**src/rtl/mem_port_arbiter_if.sv**
```systemverilog
// Bundle of every handshake/bus signal around mem_port_arbiter.
//   if_*  : instruction-fetch read port (core side)
//   dm_*  : data-memory read/write port (core side)
//   mem_* : single downstream memory port (RAM/bus side)
// Modports:
//   slave  - the arbiter: takes core requests, drives the memory port
//   master - the environment (core + memory): issues requests, answers reads
interface mem_port_arbiter_if #(
    parameter int unsigned AW = 32,
    parameter int unsigned DW = 32
);
    logic              if_req_valid_in;
    logic [AW-1:0]     if_addr_in;
    logic              if_req_ready_out;
    logic              if_resp_valid_out;
    logic [DW-1:0]     if_rdata_out;

    logic              dm_req_valid_in;
    logic              dm_we_in;
    logic [AW-1:0]     dm_addr_in;
    logic [DW-1:0]     dm_wdata_in;
    logic [DW/8-1:0]   dm_byte_en_in;
    logic              dm_req_ready_out;
    logic              dm_resp_valid_out;
    logic [DW-1:0]     dm_rdata_out;

    logic              mem_valid_out;
    logic              mem_ready_in;
    logic              mem_read_en_out;
    logic              mem_write_en_out;
    logic [AW-1:0]     mem_addr_out;
    logic [DW-1:0]     mem_wdata_out;
    logic [DW/8-1:0]   mem_byte_en_out;
    logic              mem_rvalid_in;
    logic [DW-1:0]     mem_rdata_in;

    logic              err_out;
    logic              busy_out;

    modport slave (
        input  if_req_valid_in, if_addr_in,
        output if_req_ready_out, if_resp_valid_out, if_rdata_out,
        input  dm_req_valid_in, dm_we_in, dm_addr_in, dm_wdata_in, dm_byte_en_in,
        output dm_req_ready_out, dm_resp_valid_out, dm_rdata_out,
        output mem_valid_out, mem_read_en_out, mem_write_en_out, mem_addr_out,
        output mem_wdata_out, mem_byte_en_out,
        input  mem_ready_in, mem_rvalid_in, mem_rdata_in,
        output err_out, busy_out
    );

    modport master (
        output if_req_valid_in, if_addr_in,
        input  if_req_ready_out, if_resp_valid_out, if_rdata_out,
        output dm_req_valid_in, dm_we_in, dm_addr_in, dm_wdata_in, dm_byte_en_in,
        input  dm_req_ready_out, dm_resp_valid_out, dm_rdata_out,
        input  mem_valid_out, mem_read_en_out, mem_write_en_out, mem_addr_out,
        input  mem_wdata_out, mem_byte_en_out,
        output mem_ready_in, mem_rvalid_in, mem_rdata_in,
        input  err_out, busy_out
    );
endinterface

```
**src/rtl/mem_port_arbiter.sv**
```systemverilog
// mem_port_arbiter: shares one memory port between the instruction-fetch (IF)
// and data-memory (DM) requesters, one transaction at a time:
// arbitrate -> issue downstream -> wait for response -> return to owner.
//
// Ports:
//   clk  - clock, rising edge
//   rst  - asynchronous active-low reset
//   bus  - mem_port_arbiter_if.slave (IF/DM request ports, memory port,
//          err_out timeout pulse, busy_out)
// Parameters:
//   AW, DW   - address / data width (byte enables are DW/8)
//   TIMEOUT  - cycles allowed in REQ or RESP before abort; 0 disables abort
// Build option:
//   ARB_ROUND_ROBIN_EN - when defined, simultaneous requests alternate with the
//                        last-granted owner losing the tie; otherwise DM always
//                        wins a tie.
module mem_port_arbiter #(
    parameter int unsigned AW      = 32,
    parameter int unsigned DW      = 32,
    parameter int unsigned TIMEOUT = 64
) (
    input logic               clk,
    input logic               rst,
    mem_port_arbiter_if.slave bus
);
    localparam int unsigned BW = DW / 8;
    // Last counter value before abort; only meaningful when TIMEOUT != 0.
    localparam logic [15:0] TO_LAST = 16'(TIMEOUT - 1);

    typedef enum logic [1:0] {StIdle, StReq, StResp, StDone} state_e;
    typedef enum logic {OwnIf = 1'b0, OwnDm = 1'b1} owner_e;

    state_e        state_q, state_d;
    owner_e        owner_q, owner_d;
    logic          we_q, we_d;
    logic [AW-1:0] addr_q, addr_d;
    logic [DW-1:0] wdata_q, wdata_d;
    logic [BW-1:0] be_q, be_d;
    logic [DW-1:0] if_rdata_q, if_rdata_d;
    logic [DW-1:0] dm_rdata_q, dm_rdata_d;
    logic          err_q, err_d;
    logic [15:0]   cnt_q, cnt_d;
    logic          mem_valid_q, mem_rd_q, mem_wr_q;
    // Low while reset is applied and for the first cycle after release, so the
    // combinational ready pulses stay at 0 during reset.
    logic          en_q;
    logic          grant_if, grant_dm;
    logic          expired;

`ifdef ARB_ROUND_ROBIN_EN
    owner_e last_q;

    always_ff @(posedge clk or negedge rst) begin
        if (!rst) begin
            last_q <= OwnIf;
        end else if (grant_if) begin
            last_q <= OwnIf;
        end else if (grant_dm) begin
            last_q <= OwnDm;
        end
    end
`endif

    // Arbitration: only in IDLE, so nothing is accepted while busy.
    always_comb begin
        grant_if = 1'b0;
        grant_dm = 1'b0;
        if (en_q && state_q == StIdle) begin
            if (bus.dm_req_valid_in && bus.if_req_valid_in) begin
`ifdef ARB_ROUND_ROBIN_EN
                if (last_q == OwnDm) begin
                    grant_if = 1'b1;
                end else begin
                    grant_dm = 1'b1;
                end
`else
                grant_dm = 1'b1;
`endif
            end else begin
                grant_if = bus.if_req_valid_in;
                grant_dm = bus.dm_req_valid_in;
            end
        end
    end

    assign expired = (TIMEOUT != 0) && (cnt_q == TO_LAST);

    always_comb begin
        state_d    = state_q;
        owner_d    = owner_q;
        we_d       = we_q;
        addr_d     = addr_q;
        wdata_d    = wdata_q;
        be_d       = be_q;
        if_rdata_d = if_rdata_q;
        dm_rdata_d = dm_rdata_q;
        err_d      = err_q;
        cnt_d      = cnt_q;

        unique case (state_q)
            StIdle: begin
                err_d = 1'b0;
                cnt_d = '0;
                if (grant_dm) begin
                    owner_d = OwnDm;
                    we_d    = bus.dm_we_in;
                    addr_d  = bus.dm_addr_in;
                    wdata_d = bus.dm_wdata_in;
                    be_d    = bus.dm_byte_en_in;
                    state_d = StReq;
                end else if (grant_if) begin
                    owner_d = OwnIf;
                    we_d    = 1'b0;
                    addr_d  = bus.if_addr_in;
                    wdata_d = '0;
                    be_d    = '1;
                    state_d = StReq;
                end
            end
            StReq: begin
                if (bus.mem_ready_in) begin
                    state_d = we_q ? StDone : StResp;
                    cnt_d   = '0;
                end else if (expired) begin
                    state_d = StDone;
                    err_d   = 1'b1;
                    if (owner_q == OwnIf) begin
                        if_rdata_d = '0;
                    end else begin
                        dm_rdata_d = '0;
                    end
                end else begin
                    cnt_d = cnt_q + 16'd1;
                end
            end
            StResp: begin
                // Data arriving on the expiry cycle takes precedence.
                if (bus.mem_rvalid_in) begin
                    state_d = StDone;
                    if (owner_q == OwnIf) begin
                        if_rdata_d = bus.mem_rdata_in;
                    end else begin
                        dm_rdata_d = bus.mem_rdata_in;
                    end
                end else if (expired) begin
                    state_d = StDone;
                    err_d   = 1'b1;
                    if (owner_q == OwnIf) begin
                        if_rdata_d = '0;
                    end else begin
                        dm_rdata_d = '0;
                    end
                end else begin
                    cnt_d = cnt_q + 16'd1;
                end
            end
            StDone: begin
                state_d = StIdle;
                err_d   = 1'b0;
            end
            default: state_d = StIdle;
        endcase
    end

    always_ff @(posedge clk or negedge rst) begin
        if (!rst) begin
            state_q     <= StIdle;
            owner_q     <= OwnIf;
            we_q        <= 1'b0;
            addr_q      <= '0;
            wdata_q     <= '0;
            be_q        <= '0;
            if_rdata_q  <= '0;
            dm_rdata_q  <= '0;
            err_q       <= 1'b0;
            cnt_q       <= '0;
            mem_valid_q <= 1'b0;
            mem_rd_q    <= 1'b0;
            mem_wr_q    <= 1'b0;
            en_q        <= 1'b0;
        end else begin
            state_q     <= state_d;
            owner_q     <= owner_d;
            we_q        <= we_d;
            addr_q      <= addr_d;
            wdata_q     <= wdata_d;
            be_q        <= be_d;
            if_rdata_q  <= if_rdata_d;
            dm_rdata_q  <= dm_rdata_d;
            err_q       <= err_d;
            cnt_q       <= cnt_d;
            // Registered strobes track the next state, so they are high exactly
            // while the FSM sits in REQ.
            mem_valid_q <= (state_d == StReq);
            mem_rd_q    <= (state_d == StReq) && !we_d;
            mem_wr_q    <= (state_d == StReq) && we_d;
            en_q        <= 1'b1;
        end
    end

    assign bus.if_req_ready_out  = grant_if;
    assign bus.dm_req_ready_out  = grant_dm;
    assign bus.if_resp_valid_out = (state_q == StDone) && (owner_q == OwnIf);
    assign bus.dm_resp_valid_out = (state_q == StDone) && (owner_q == OwnDm);
    assign bus.if_rdata_out      = if_rdata_q;
    assign bus.dm_rdata_out      = dm_rdata_q;
    assign bus.mem_valid_out     = mem_valid_q;
    assign bus.mem_read_en_out   = mem_rd_q;
    assign bus.mem_write_en_out  = mem_wr_q;
    assign bus.mem_addr_out      = addr_q;
    assign bus.mem_wdata_out     = wdata_q;
    assign bus.mem_byte_en_out   = be_q;
    assign bus.err_out           = err_q;
    assign bus.busy_out          = (state_q != StIdle);
endmodule

```
**src/flat_wrapper.sv**
```systemverilog
// flat-port wrapper written by rule: the top's interface ports become plain ports
module mem_port_arbiter_flat 
#(
    parameter int unsigned AW      = 32,
    parameter int unsigned DW      = 32,
    parameter int unsigned TIMEOUT = 64
)
  (clk, rst, bus_if_req_valid_in, bus_if_addr_in, bus_if_req_ready_out, bus_if_resp_valid_out, bus_if_rdata_out, bus_dm_req_valid_in, bus_dm_we_in, bus_dm_addr_in, bus_dm_wdata_in, bus_dm_byte_en_in, bus_dm_req_ready_out, bus_dm_resp_valid_out, bus_dm_rdata_out, bus_mem_valid_out, bus_mem_read_en_out, bus_mem_write_en_out, bus_mem_addr_out, bus_mem_wdata_out, bus_mem_byte_en_out, bus_mem_ready_in, bus_mem_rvalid_in, bus_mem_rdata_in, bus_err_out, bus_busy_out);
  mem_port_arbiter_if #(.AW(AW), .DW(DW)) bus_i ();
  input logic clk;
  input logic rst;
  input wire logic [$bits(bus_i.if_req_valid_in)-1:0] bus_if_req_valid_in;
  input wire logic [$bits(bus_i.if_addr_in)-1:0] bus_if_addr_in;
  output wire logic [$bits(bus_i.if_req_ready_out)-1:0] bus_if_req_ready_out;
  output wire logic [$bits(bus_i.if_resp_valid_out)-1:0] bus_if_resp_valid_out;
  output wire logic [$bits(bus_i.if_rdata_out)-1:0] bus_if_rdata_out;
  input wire logic [$bits(bus_i.dm_req_valid_in)-1:0] bus_dm_req_valid_in;
  input wire logic [$bits(bus_i.dm_we_in)-1:0] bus_dm_we_in;
  input wire logic [$bits(bus_i.dm_addr_in)-1:0] bus_dm_addr_in;
  input wire logic [$bits(bus_i.dm_wdata_in)-1:0] bus_dm_wdata_in;
  input wire logic [$bits(bus_i.dm_byte_en_in)-1:0] bus_dm_byte_en_in;
  output wire logic [$bits(bus_i.dm_req_ready_out)-1:0] bus_dm_req_ready_out;
  output wire logic [$bits(bus_i.dm_resp_valid_out)-1:0] bus_dm_resp_valid_out;
  output wire logic [$bits(bus_i.dm_rdata_out)-1:0] bus_dm_rdata_out;
  output wire logic [$bits(bus_i.mem_valid_out)-1:0] bus_mem_valid_out;
  output wire logic [$bits(bus_i.mem_read_en_out)-1:0] bus_mem_read_en_out;
  output wire logic [$bits(bus_i.mem_write_en_out)-1:0] bus_mem_write_en_out;
  output wire logic [$bits(bus_i.mem_addr_out)-1:0] bus_mem_addr_out;
  output wire logic [$bits(bus_i.mem_wdata_out)-1:0] bus_mem_wdata_out;
  output wire logic [$bits(bus_i.mem_byte_en_out)-1:0] bus_mem_byte_en_out;
  input wire logic [$bits(bus_i.mem_ready_in)-1:0] bus_mem_ready_in;
  input wire logic [$bits(bus_i.mem_rvalid_in)-1:0] bus_mem_rvalid_in;
  input wire logic [$bits(bus_i.mem_rdata_in)-1:0] bus_mem_rdata_in;
  output wire logic [$bits(bus_i.err_out)-1:0] bus_err_out;
  output wire logic [$bits(bus_i.busy_out)-1:0] bus_busy_out;
  assign bus_i.if_req_valid_in = bus_if_req_valid_in;
  assign bus_i.if_addr_in = bus_if_addr_in;
  assign bus_if_req_ready_out = bus_i.if_req_ready_out;
  assign bus_if_resp_valid_out = bus_i.if_resp_valid_out;
  assign bus_if_rdata_out = bus_i.if_rdata_out;
  assign bus_i.dm_req_valid_in = bus_dm_req_valid_in;
  assign bus_i.dm_we_in = bus_dm_we_in;
  assign bus_i.dm_addr_in = bus_dm_addr_in;
  assign bus_i.dm_wdata_in = bus_dm_wdata_in;
  assign bus_i.dm_byte_en_in = bus_dm_byte_en_in;
  assign bus_dm_req_ready_out = bus_i.dm_req_ready_out;
  assign bus_dm_resp_valid_out = bus_i.dm_resp_valid_out;
  assign bus_dm_rdata_out = bus_i.dm_rdata_out;
  assign bus_mem_valid_out = bus_i.mem_valid_out;
  assign bus_mem_read_en_out = bus_i.mem_read_en_out;
  assign bus_mem_write_en_out = bus_i.mem_write_en_out;
  assign bus_mem_addr_out = bus_i.mem_addr_out;
  assign bus_mem_wdata_out = bus_i.mem_wdata_out;
  assign bus_mem_byte_en_out = bus_i.mem_byte_en_out;
  assign bus_i.mem_ready_in = bus_mem_ready_in;
  assign bus_i.mem_rvalid_in = bus_mem_rvalid_in;
  assign bus_i.mem_rdata_in = bus_mem_rdata_in;
  assign bus_err_out = bus_i.err_out;
  assign bus_busy_out = bus_i.busy_out;
  mem_port_arbiter #(.AW(AW), .DW(DW), .TIMEOUT(TIMEOUT)) u_core (.clk(clk), .rst(rst), .bus(bus_i));
endmodule
```
**config.mk**
```make
export PLATFORM = sky130hd
export DESIGN_NAME = mem_port_arbiter_flat
export DESIGN_NICKNAME = d
export VERILOG_FILES = /design/src/rtl/mem_port_arbiter_if.sv /design/src/rtl/mem_port_arbiter.sv /design/src/flat_wrapper.sv
export SDC_FILE = /design/constraint.sdc
export NUM_CORES = 1
export LEC_CHECK = 0
export ABC_AREA = 1
export BUFFER_PORTS_ARGS = -buffer_cell sky130_fd_sc_hd__buf_2
export CORE_AREA = 2 2 121 123
export DETAILED_ROUTE_END_ITERATION = 10
export DIE_AREA = 0 0 123 125
export PLACE_DENSITY_LB_ADDON = 0.2
export SYNTH_ARGS = -nofsm -noshare
export SYNTH_HDL_FRONTEND = slang
export SYNTH_SLANG_ARGS = --single-unit
```
**constraint.sdc**
```tcl
create_clock -name clk -period 2.35 [get_ports clk]
set_clock_uncertainty 0.15 [all_clocks]
set_input_delay 0.47 -clock clk [delete_from_list [all_inputs] [get_ports clk]]
set_output_delay 0.47 -clock clk [all_outputs]
set_load 0.02 [all_outputs]
```
==> results by group, run 1 <==
Run status
  • Status: finished clean

Floorplanning
  • Placeable Area: 14200 µm²
  • Die Wd: 123 µm
  • Rows: 44
  • Initial Util: 0.465
  • IO Pins: 280
  • Die Height: 125 µm
  • Die area: 15400 µm²

Yosys
  • Avg Cell Area, Syn: 9.39 µm²
  • Number of synthesis warnings: 0
  • Cells after synthesis: 704
  • Yosys top cell by area: dfrtp_1
  • Mapped Nets: 849
  • Yosys cell types: 32
  • Synth Register Bits: 157
  • Sequential fraction of the synthesis area: 0.594
  • Top post-synthesis cells by area: dfrtp_1 59%, nand2_1 9.5%, o21ai_1 6.1%, a22o_1 4.2%, o21ai_0 4.2%
  • Yosys top cell area share: 0.594
  • Post-synthesis cell area: 6610 µm²

Cells and area
  • Layout cells sized above 1: 0.346
  • Antenna cells: 0
  • Final net count: 1124
  • Area growth syn-to-layout: 33.6%
  • Layout Cells excl Fill: 1176
  • Most frequent cells in the layout: 278 x buf_2, 168 x nand2_1, 156 x dfrtp_1
  • Commonest non-fill, non-tap cell in the layout: buf_2

Global routing
  • Largest net degree at the start of global routing: 63
  • Antenna violations before repair: 1
  • Vias in the first global route: 5734
  • GRT overflow: 0
  • GRT Total Usage: 0.248
  • First-pass GRT wire length: 29400 µm

Place
  • Port Buf Inserts: 279
  • DP HPWL: 13200 µm
  • Routability cong.: 0.796
  • Post-Place Setup Slack: 0.161 ns
  • Post-placement cell count: 1143

Critical path
  • Crit start category: flop
  • R2R depth: 10
  • Worst EP required: 1.73 ns
  • Critical path startpoint: u_core.state_q[0]
  • Arrival time at the worst endpoint: 1.64 ns
  • Worst R2R Start: u_core.state_q[0]
  • Worst setup EP type: primary output
  • Worst R2R End: u_core.cnt_q[10]
  • Flop2flop setup slack: 0.22 ns
  • Critical Path Fanout Max: 5
  • Crit path kind: reg -> out

Min path
  • Hold Path End: u_core.bus.mem_wdata_out[18]
  • Hold WC Path Type: in -> reg
  • Hold Crit Depth: 2
  • Hold Startpoint: bus_dm_wdata_in[18]

Clock network
  • H-tree depth: 4
  • CTS Root Cell: clkbuf_16
  • Clock tree buffer depth: 2
  • Clock-pin slew on the worst setup and hold paths: 0.07 ns
  • Clock sink count: 157
  • Worst skew pair latency: 0.42 ns
  • CTS tree: yes
  • CTS buffer count: 17

Pwr
  • PD cells: 1450 nW/µm²
  • PnR Total Power: 12.8 mW
  • Worst VDD drop: 0.723 mV
  • Leak: 4.65 nW

Drt
  • Via/cell ratio: 5.10
  • Number of DRC markers in iteration 0: 423
  • ANT nets after route: 0
  • Drc violations: 0
  • Routed vias: 6002
  • Drt first pass iters: 6
  • Routed WL: 18900 µm
  • Average wire per standard cell: 16.0 µm

Timing
  • Period Utilization, post-route: 0.963
  • Hold Violations, Final: 0
  • Setup Viol. Count Final: 0
  • Final hold slack: 0.109 ns
  • RSZ-0062 raised after global routing: no
  • Sum Neg Setup Slack: 0 ns
  • Clock period minus worst slack: 2.26 ns
  • Max Clk Rate: 0.442 GHz
  • Post-route setup slack: 0.0859 ns
  • Slew Viols, Final: 0

Flow run
  • Max_cap viols: 0
sequential cells by signal, indices dropped and copies added (netlist names), 2 cells and up:
name                        count
u_core.bus.dm_rdata_out        32
u_core.bus.if_rdata_out        32
u_core.bus.mem_addr_out        32
u_core.bus.mem_wdata_out       32
u_core.cnt_q                   16
u_core.bus.mem_byte_en_out      4
u_core.state_q                  2
worst max path at each step:
| stage | to | slack [ns] | cells after the start |
|---|---|---|---|
| floorplan | bus_dm_req_ready_out | 0.48 | 6 |
| global placement | u_core.cnt_q[10] | 0.16 | 10 |
| detailed placement | u_core.cnt_q[10] | 0.16 | 10 |
| CTS | bus_dm_req_ready_out | 0.007 | 5 |
| global route | bus_if_req_ready_out | 0.003 | 5 |
| finish | bus_if_req_ready_out | 0.09 | 5 |
synth_stat cells:
| master | n |
|---|---|
| xor2_1 | 2 |
| nand2_1 | 168 |
| a22o_1 | 32 |
| buf_6 | 7 |
| nand4_1 | 6 |
| o21a_1 | 3 |
| nor2_1 | 69 |
| inv_1 | 32 |
| o22ai_1 | 1 |
| nand3_4 | 1 |
| buf_2 | 17 |
| inv_2 | 4 |
| nand3_2 | 1 |
| nand3b_1 | 1 |
| conb_1 | 1 |
| o21bai_1 | 1 |
| o21ai_1 | 80 |
| nor2_2 | 1 |
| o22a_1 | 5 |
| o21ai_0 | 56 |
| ha_1 | 6 |
| dfrtp_1 | 157 |
| nand2_4 | 2 |
| nand3_1 | 11 |
| o21ai_2 | 1 |
| clkbuf_1 | 12 |
| nand2_2 | 5 |
| buf_1 | 3 |
| nor3_1 | 8 |
| o211ai_2 | 1 |
| a31oi_1 | 1 |
| a21oi_1 | 9 |
critical path: stages (launching register included):
cell	delay [ns]
dfrtp_1	0.40
inv_1	0.15
ha_2	0.25
nand3_1	0.14
nor2_1	0.11
buf_2	0.17
stage by stage:
stage	area [µm²]	util
finish	8830	0.622
global route	8830	0.622
CTS	8820	0.621
detailed placement	8200	0.577
global placement	8200	0.577
floorplan	6610	-
cells by family after synthesis:
group                      count (synthesis)  synth area share
DFF                                      157             0.594
adders and majority gates                  6            0.0114
and+or+nand+nor                          273             0.169
xor gates and xnor gates                   2           0.00265
AOI/OAI and AO/OA                        190             0.168
buffers and inverters                     75            0.0537
other                                      1          0.000567
layer usage:
metal	GRT usage	wire length, µm	up-vias
li1	-	-	2888
met1	0.307	7640	2851
met2	0.404	9250	226
met3	0.0725	1400	37
met4	0.105	567	0
met5	0	0	-
where the power goes:
part | total [mW] | leakage, nW | internal, mW | switching [mW]
logic | 5.47 | 2.36 | 1.81 | 3.66
clock network | 2.84 | 0.291 | 1.71 | 1.13
registers | 4.49 | 2.00 | 3.84 | 0.648
timing repair:
item / in CTS / in global routing
pin swaps: 0 / 0
setup endpoints to repair: 1 / 2
gates cloned: 0 / 0
endpoints found under the hold margin: 41 / 0
hold buffers: 1 / 0
resized for setup: 1 / 5
setup buffers: 0 / 0
cell type report:
cell class | count | area (µm²)
multi-input cells | 472 | 2340
clock inverters | 12 | 159
fillers | 1259 | 5370
well taps | 184 | 230
flip-flops and latches | 157 | 3930
inverters | 36 | 140
clock buffers | 20 | 447
repair buffers | 295 | 1590
(Power assumes the default switching activity.)
==> run 2: changes to the inputs <==
Settings changed: ABC_AREA 1 to 0, CORE_AREA 2 2 121 123 to 2 2 124 126, DIE_AREA 0 0 123 125 to 0 0 126 128.
==> run 2 against run 1 <==
Compared with the run above:
- first-iteration DRC count grew 19%
- non-clock buffer count grew 7
- critical path type unchanged
- sequential power shrank 16%
- critical path depth is the same
- largest cell class unchanged
==> results by group, run 2 <==
Critical path
  • Worst EP required: 1.73 ns (about the same)
  • Critical path, cell by cell: inv_1 -> ha_4 -> nand3_1 -> inv_2 -> buf_2
  • CP delay by family, top: buffers and inverters
  • Crit start category: flop
  • Crit path max-delay cell type: dfrtp_1
  • Worst setup EP type: primary output
  • Arrival time at the worst endpoint: 1.59 ns (-0.05 ns)
  • Buf+Inv Stages, Crit Path: 3 (+1)
  • Crit path kind: reg -> out
  • Largest stage delay, worst path: 0.42 ns (+0.02 ns)
  • Critical Path Fanout Max: 5 (unchanged)

Global routing
  • GRT Total Usage: 0.264 (+0.0156)
  • GRT overflow: 0 (unchanged)
  • Vias in the first global route: 6496 (+13%)
  • Largest net degree at the start of global routing: 69 (+9.5%)
  • First-pass GRT wire length: 33800 µm (+15%)
  • Antenna violations before repair: 0 (-1)

Cells and area
  • Final net count: 1180 (+5.0%)
  • Antenna cells: 0 (unchanged)
  • Layout cells sized above 1: 0.326 (-0.0194)
  • Most frequent cells in the layout: 278 x buf_2, 201 x nand3_1, 157 x dfrtp_1
  • Commonest non-fill, non-tap cell in the layout: buf_2
  • Layout Cells excl Fill: 1236 (+5.1%)
  • Utilization after layout: 0.632 (+0.0102)
  • Area growth syn-to-layout: 32.2%

Drt
  • Drc violations: 0 (unchanged)
  • Number of DRC markers in iteration 0: 503 (+19%)
  • Routed WL: 21000 µm (+11%)
  • Routed vias: 6776 (+13%)
  • Drt first pass iters: 5 (-1)
  • ANT nets after route: 0 (unchanged)
  • Average wire per standard cell: 17.0 µm (+5.9%)
  • Via/cell ratio: 5.48 (+7.4%)

Place
  • Post-placement cell count: 1203 (+5.2%)
  • DP HPWL: 14700 µm (+12%)
  • Port Buf Inserts: 279 (unchanged)
  • Routability cong.: 0.821 (+3.1%)

Yosys
  • Most common cell in the netlist: nand3_1
  • Top post-synthesis cells by area: dfrtp_1 55%, nand3_1 14%, nand2_1 7.8%, a22o_1 4.2%, a31oi_1 2.9%
  • Synth Register Bits: 157 (unchanged)
  • Mapped Nets: 920 (+8.4%)
  • Yosys cell types: 47 (+47%)
  • Number of synthesis warnings: 0 (unchanged)
  • Post-synthesis cell area: 7110 µm² (+7.5%)
  • Cells after synthesis: 775 (+10%)
  • Avg Cell Area, Syn: 9.17 µm² (-2.4%)
  • Yosys top cell by area: dfrtp_1
  • Top cell types by occurrence after synthesis: 201 x nand3_1, 157 x dfrtp_1, 148 x nand2_1, 42 x clkbuf_1, 42 x nor2_1
  • Post-synth EDFFs: 0 (unchanged)
  • Yosys top cell area share: 0.553 (-0.0414)
  • Async S/R FF share, synth: 1.00 (unchanged)
  • Primary FF master, synth: dfrtp_1
  • Sequential fraction of the synthesis area: 0.553 (-0.0414)

Pwr
  • Leak: 4.70 nW (+0.97%)
  • PD cells: 1130 nW/µm² (-22%)
  • Worst VDD drop: 0.709 mV (-2.0%)

Timing
  • Period Utilization, post-route: 0.941 (-0.0226)
  • Max_slew headroom: 0.639
  • Setup Viol. Count Final: 0 (unchanged)
  • Max Clk Rate: 0.452 GHz (+2.4%)
  • Hold Violations, Final: 0 (unchanged)
  • Worst Tran Pin Value: 0.540 ns
  • Slew Viols, Final: 0 (unchanged)
  • RSZ-0062 raised after global routing: no
  • Clock period minus worst slack: 2.21 ns (-0.0532 ns)
  • Sum Neg Setup Slack: 0 ns (unchanged)

Flow run
  • Max_cap viols: 0 (unchanged)

Clock network
  • Clock-pin slew on the worst setup and hold paths: 0.06 ns (about the same)
  • CTS buffer count: 17 (unchanged)
  • Post-CTS setup buffers: 0 (unchanged)
  • Clock tree buffer depth: 2 (unchanged)
  • CTS tree: yes
  • Worst skew pair latency: 0.42 ns (about the same)
  • Clock sink count: 157 (unchanged)
  • H-tree depth: 4 (unchanged)
  • CTS Root Cell: clkbuf_16

Min path
  • Hold WC Path Type: in -> reg

Floorplanning
  • Initial Util: 0.478 (+0.0126)
  • Die Height: 128 µm (+2.4%)
  • Placeable Area: 14900 µm² (+4.7%)
  • IO Pins: 280 (unchanged)
  • Die area: 16100 µm² (+4.9%)
  • Die Wd: 126 µm (+2.4%)
  • Rows: 45 (+2.3%)

Run status
  • Status: finished clean
==> run 2: cell types whose count changed in the layout (fill, tap and decap cells not counted), moves of 4 or more <==
cell and delta:
nand3_1 +190, o21ai_1 -77, o21ai_0 -53, a31oi_1 +32
nor2_1 -27, inv_1 -23, nand2_1 -21, and3_1 +7
buf_4 +5, nor4_1 +5, or3_1 +5, a21oi_1 -4
nand2_2 -4, nor3_1 -4
==> run 2: power by group <==
part,internal (mW),total [mW],switching [mW]
Clock,1.67,2.80,1.14
Combinational,1.44,4.08,2.65
Sequential,3.36,3.76,0.398
==> run 2: timing repair <==
| action | CTS | global route |
|---|---|---|
| gates resized for setup | 0 | 3 |
| hold buffers | 1 | 0 |
| hold endpoints to repair | 45 | 0 |
| setup endpoints to repair | 0 | 2 |
==> run 2: layer usage <==
layer,part of all wire,vias up,track usage
met4,0.018,0,0.0892
met5,0,-,0
met3,0.077,29,0.0839
li1,-,3270,-
met2,0.49,265,0.424
met1,0.41,3212,0.340
==> run 2: logic make-up (layout without fill, tap and decap cells) <==
group | count (synthesis) | after routing | share of synthesized area
flops | 157 | 157 | 0.553
fa+ha+maj | 6 | 6 | 0.0106
other cells | 1 | 1 | 0.000528
compound gates | 109 | 109 | 0.116
simple gates | 429 | 429 | 0.279
xor+xnor | 2 | 2 | 0.00247
buf+inv | 71 | 344 | 0.0386
==> run 2: path summary, 6_finish.rpt <==
kind	from	to	slack [ns]	cells past startpoint
max	u_core.state_q[1]	bus_dm_req_ready_out	0.14	5
min	bus_dm_byte_en_in[0]	u_core.bus.mem_byte_en_out[0]	0.10	2
max reg2reg	u_core.state_q[0]	u_core.cnt_q[1]	0.19	6
min reg2reg	u_core.bus.err_out	u_core.bus.err_out	0.34	1
max in group asynchronous	rst	u_core.bus.mem_wdata_out[17]	1.02	3
min in group asynchronous	rst	u_core.bus.if_rdata_out[24]	0.40	2
==> run 2: layout make-up <==
| class | instances | area, µm² |
|---|---|---|
| clock buffer | 22 | 474 |
| clock inverter | 10 | 128 |
| fill | 1321 | 5470 |
| inverter | 10 | 37.5 |
| multi-input combinational | 547 | 2920 |
| sequential | 157 | 3930 |
| tap | 188 | 235 |
| timing repair buffer | 302 | 1670 |
==> run 2: stage by stage <==
| step | power (mW) | hold WS [ns] | cell area (µm²) | worst slack (ns) |
|---|---|---|---|---|
| after floorplan | 6.34 | 0.0244 | 7110 | 0.156 |
| after global placement | 7.79 | 0.294 | 8770 | 0.243 |
| after detailed placement | 7.88 | 0.289 | 8770 | 0.210 |
| after CTS | 10.7 | 0.0889 | 9380 | 0.000651 |
| after global routing | 11.3 | 0.0916 | 9390 | 0.0190 |
| final | 10.6 | 0.101 | 9390 | 0.139 |
==> run 2: worst reg2reg max path, stage by stage, from the launching register on <==
cell and delay [ns]:
dfrtp_1 0.41, inv_2 0.10, ha_1 0.22, buf_4 0.18
o211ai_1 0.48, nor2_1 0.18, a221o_1 0.33
